==> config.mk <==
export PLATFORM = sky130hd
export DESIGN_NAME = pipe_reg_file
export DESIGN_NICKNAME = d
export VERILOG_FILES = /design/src/rtl/pipe_reg_file.sv
export SDC_FILE = /design/constraint.sdc
export NUM_CORES = 1
export LEC_CHECK = 0
export CORE_UTILIZATION = 40
export DETAILED_ROUTE_END_ITERATION = 6
export GPL_ROUTABILITY_DRIVEN = 0
export PLACE_DENSITY = 0.66
export SETUP_SLACK_MARGIN = 0.5
export SYNTH_ARGS = -nofsm -noshare
export SYNTH_HDL_FRONTEND = slang
export SYNTH_SLANG_ARGS = --single-unit
==> constraint.sdc <==
create_clock -name Clk -period 2.7 [get_ports Clk]
set_clock_uncertainty 0.15 [all_clocks]
set_input_delay 0.54 -clock Clk [delete_from_list [all_inputs] [get_ports Clk]]
set_output_delay 0.54 -clock Clk [all_outputs]
set_load 0.02 [all_outputs]
==> src/rtl/pipe_reg_file.sv <==
// pipe_reg_file
//   Clocked register file for the pipelined processor. It has two combinational
//   read ports, one synchronous write port, optional write-to-read forwarding and
//   a per-register busy scoreboard. Decode uses the scoreboard to detect
//   read-after-write hazards against in-flight producers.
//
// Parameters
//   DATA_W   register width
//   ADDR_W   address width, NREGS = 2**ADDR_W
//   BYPASS   1 = same-cycle write data is forwarded to the read ports
//   ZERO_REG 1 = R0 reads as zero; writes and busy-set to R0 are ignored
//
// Ports
//   Clk                  clock; all state changes on the rising edge
//   Reset                synchronous active-low reset (R[i] = i, busy cleared)
//   Rd_Addr_A/B          read addresses
//   Rd_Data_A/B          combinational read data
//   Hazard_A/B           read source has a pending, unforwarded producer
//   Wr_En/Wr_Addr/Wr_Data  write port from EX/WB
//   Busy_Set/Busy_Addr   issue strobe that marks a destination as pending
module pipe_reg_file #(
   parameter int DATA_W   = 8,
   parameter int ADDR_W   = 3,
   parameter int BYPASS   = 1,
   parameter int ZERO_REG = 0
) (
   input  logic              Clk,
   input  logic              Reset,
   input  logic [ADDR_W-1:0] Rd_Addr_A,
   input  logic [ADDR_W-1:0] Rd_Addr_B,
   output logic [DATA_W-1:0] Rd_Data_A,
   output logic [DATA_W-1:0] Rd_Data_B,
   output logic              Hazard_A,
   output logic              Hazard_B,
   input  logic              Wr_En,
   input  logic [ADDR_W-1:0] Wr_Addr,
   input  logic [DATA_W-1:0] Wr_Data,
   input  logic              Busy_Set,
   input  logic [ADDR_W-1:0] Busy_Addr
);

   localparam int unsigned NREGS = 2 ** ADDR_W;

   logic [DATA_W-1:0] regs [NREGS];
   logic [NREGS-1:0]  busy;

   logic wr_ok;
   logic set_ok;
   logic fwd_a, fwd_b;
   logic zero_a, zero_b;

   // Writes and issues aimed at a hardwired R0 are dropped before they reach state.
   always_comb begin
      wr_ok  = Wr_En    && !((ZERO_REG != 0) && (Wr_Addr   == '0));
      set_ok = Busy_Set && !((ZERO_REG != 0) && (Busy_Addr == '0));
   end

   always_ff @(posedge Clk) begin
      if (!Reset) begin
         for (int unsigned i = 0; i < NREGS; i++) begin
            regs[i] <= DATA_W'(i);
         end
         busy <= '0;
      end else begin
         if (wr_ok) begin
            regs[Wr_Addr] <= Wr_Data;
         end
         // Set has priority over clear: the newly issued producer owns the register.
         for (int unsigned i = 0; i < NREGS; i++) begin
            if (set_ok && (Busy_Addr == ADDR_W'(i))) begin
               busy[i] <= 1'b1;
            end else if (Wr_En && (Wr_Addr == ADDR_W'(i))) begin
               busy[i] <= 1'b0;
            end
         end
      end
   end

   always_comb begin
      zero_a = (ZERO_REG != 0) && (Rd_Addr_A == '0);
      zero_b = (ZERO_REG != 0) && (Rd_Addr_B == '0);
      fwd_a  = (BYPASS != 0) && Wr_En && (Wr_Addr == Rd_Addr_A);
      fwd_b  = (BYPASS != 0) && Wr_En && (Wr_Addr == Rd_Addr_B);

      if (zero_a) begin
         Rd_Data_A = '0;
      end else if (fwd_a) begin
         Rd_Data_A = Wr_Data;
      end else begin
         Rd_Data_A = regs[Rd_Addr_A];
      end

      if (zero_b) begin
         Rd_Data_B = '0;
      end else if (fwd_b) begin
         Rd_Data_B = Wr_Data;
      end else begin
         Rd_Data_B = regs[Rd_Addr_B];
      end

      // A forwarded write satisfies the consumer in the same cycle, so it masks the busy bit.
      Hazard_A = !zero_a && busy[Rd_Addr_A] && !fwd_a;
      Hazard_B = !zero_b && busy[Rd_Addr_B] && !fwd_b;
   end

endmodule

==> out/qor.csv <==
stage,metric,value,unit
die,rows,37,
placed_design,dp_cells,493,
synth,ys_seq_area_share,49.0,%
synth,yosysMostFrequentCell,edfxtp_1,
setup_path,crit_arrival,1.99,ns
route,drtIter0Drc,216,
sta,final_max_slew_viol_count,0,
synth,synth_area_leaders,"edfxtp_1 45%, mux4_1 14%, and2_1 7.9%",
run,drv_cap,0,
sta,setup_viol,0,
sta,period_needed,2.68,ns
global_route,grt_max_degree,13,
synth,synth_area_leader_cell,edfxtp_1,
min_path,hold_depth,2,
setup_path,startpoint_type,primary input,
sta,slew_headroom,66.4,%
route,route.detailed.drc,0,
setup_path,end_kind,output port,
sta,max_slew.worst_pin.slew,0.499,ns
synth,synth_edf_count,64,
route,wl,12.1,mm
layout,finish.instance_area,5770,um^2
pwr,leakagePower,0.00224,uW
sta,clock.fmax,0.374,GHz
die,die_h,105,um
pwr,p_per_area,529,nW/um^2
pwr,irDropWorstVdd,0.256,mV
sta,hold_slack,0.344,ns
global_route,track_usage,23.6,%
run_status,status,completed,
sta,setup-tns-final,0,ns
global_route,overflow,0,
die,io_pins,42,
synth,synthFlopType,edfxtp_1,
placed_design,dp_hpwl,7.66,mm
global_route,grt_pass1_wl,18.7,mm
clock_network,clkLatencyLatePin,0.34,ns
synth,avgSynthCellArea,15.4,um^2
placed_design,place_area,5250,um^2
route,via_per_inst,5.60,
layout,layout.nets,404,
clock_network,clock_sinks,72,
layout,diodes,0,
clock_network,cts-root-buf,clkbuf_8,
synth,synth_cell_types,26,
clock_network,cts_made_buffers,9,
route,ant_nets,0,
placed_design,port_buffers,41,
min_path,hold_class,reg2reg,
synth,ys_seq_elements,72,
global_route,antenna_found_initial,0,
die,die_x,105,um
die,dieArea,11000,um^2
synth,synth_top_area_share,45.2,%
setup_path,critical_path_class,in2out,
setup_path,critical_path_required,2.01,ns
synth,synth_area,4250,um^2
sta,finalCritPeriodShare,99.1,%
synth,synth_nets,300,
sta,hold_viol,0,
global_route,grt_pass1_vias,3023,
synth,synth_cells,276,
synth,ys_async_sr_fraction,0,%
sta,rsz0062_at_grt,true,
route,wl_per_cell,23.3,um
setup_path,critPathMaxFanout,5,
synth,yosys-top-cells-count,"64 x edfxtp_1, 54 x and2_1, 22 x mux4_1, 20 x mux2_2",
die,core_area,10300,um^2
layout,fillers,838,
route,vias,2920,
synth,synth_warnings,0,
route,dr.pass1.iters,7,
clock_network,cts.path.max_buffers,2,
setup_path,ff2ff_path_depth,2,
layout,drive_gt1_share,47.3,%
clock_network,h-tree-depth,3,
clock_network,clk_pin_slew,0.07,ns
clock_network,cts_tree,done,
layout,final_cells,521,
layout,area_growth_syn_to_layout,35.8,%
die,initial_core_util,41.2,%
## cell families after synthesis
kind of cell,count (synthesis),synth area share (%)
AOI/OAI and AO/OA,16,2.24
xor gates and xnor gates,6,1.24
buffers and inverters,23,3.47
DFF,72,49.0
muxes,70,31.2
and+or+nand+nor,89,12.9
## critical path: stages
cell	delay, ns
buf_12	0.12
buf_16	0.14
mux4_2	0.51
mux2_4	0.27
mux2_4	0.26
buf_6	0.13
## per-stage QoR
stage,utilization [%],total power (uW),worst slack [ns]
after floorplan,-,1690,0.197
after global placement,50.8,1930,-0.875
after detailed placement,50.8,1940,-0.888
after CTS,55.6,3050,0.0396
after global routing,55.9,3150,0.00178
final,55.9,3050,0.0246
## final timing paths
path	end	start	slack, ns
worst max register to register	busy[7]	busy[7]	1.84
worst min-delay path	busy[5]	busy[5]	0.34
worst min register to register	busy[5]	busy[5]	0.34
worst max-delay path	Rd_Data_A[1]	Rd_Addr_A[0]	0.02
## flip-flops by register name, summed over array words and instances (netlist names)
name and cells:
busy 8, regs 64
## where the power goes
part	switching (uW)	leakage, uW	internal [uW]
sequential	44.7	0.000687	1280
combinational	287	0.00144	414
clock	412	0.000116	612
## area by class of cell
cell class,instances,area (um^2),area share [%]
sequential,72,2080,36.1
multi-input combinational,181,2060,35.6
timing repair buffer,107,1200,20.8
tap,136,170,2.95
clock buffer,10,128,2.21
clock inverter,6,106,1.84
inverter,9,33.8,0.585
## repair_timing
item                                    4_1_cts  5_1_grt
gates cloned                                  8        0
resized for setup                           185        6
hold buffers                                  0        0
endpoints found under the setup margin       19       27
buffers inserted                              4        0
pin swaps                                     4        2
## cells in the final DEF (no fill, tap or decap)
cell	synthesis	final
clkbuf_1	7	1
mux4_2	14	36
o31ai_1	2	2
nand2_1	3	3
or3_1	11	11
buf_2	2	2
inv_6	0	1
and2_4	0	2
nand2b_1	5	5
nor3_2	0	1
mux2_2	20	5
edfxtp_1	64	64
nand4_2	2	2
xnor2_1	6	1
nor3_4	0	1
bufinv_16	0	3
o22ai_1	8	8
clkbuf_8	0	9
inv_1	9	9
buf_4	0	46
xnor2_2	0	5
nor2_1	6	6
buf_12	2	9
and2_1	54	52
nand3_1	2	2
dfxtp_1	8	8
dlygate4sd2_1	0	5
buf_6	2	23
o21ai_1	6	6
nor3b_1	1	1
buf_16	0	8
clkdlybuf4s50_1	0	14
mux2_4	14	29
nand3b_1	3	3
clkinv_1	0	2
## routing by layer
| layer | global-route usage, % | wire length (um) |
|---|---|---|
| met5 | 0 | 0 |
| met2 | 40.5 | 6300 |
| met1 | 30.1 | 4700 |
| met4 | 8.35 | 221 |
| met3 | 4.05 | 907 |
Note: power is estimated with default switching activity, not from simulation.
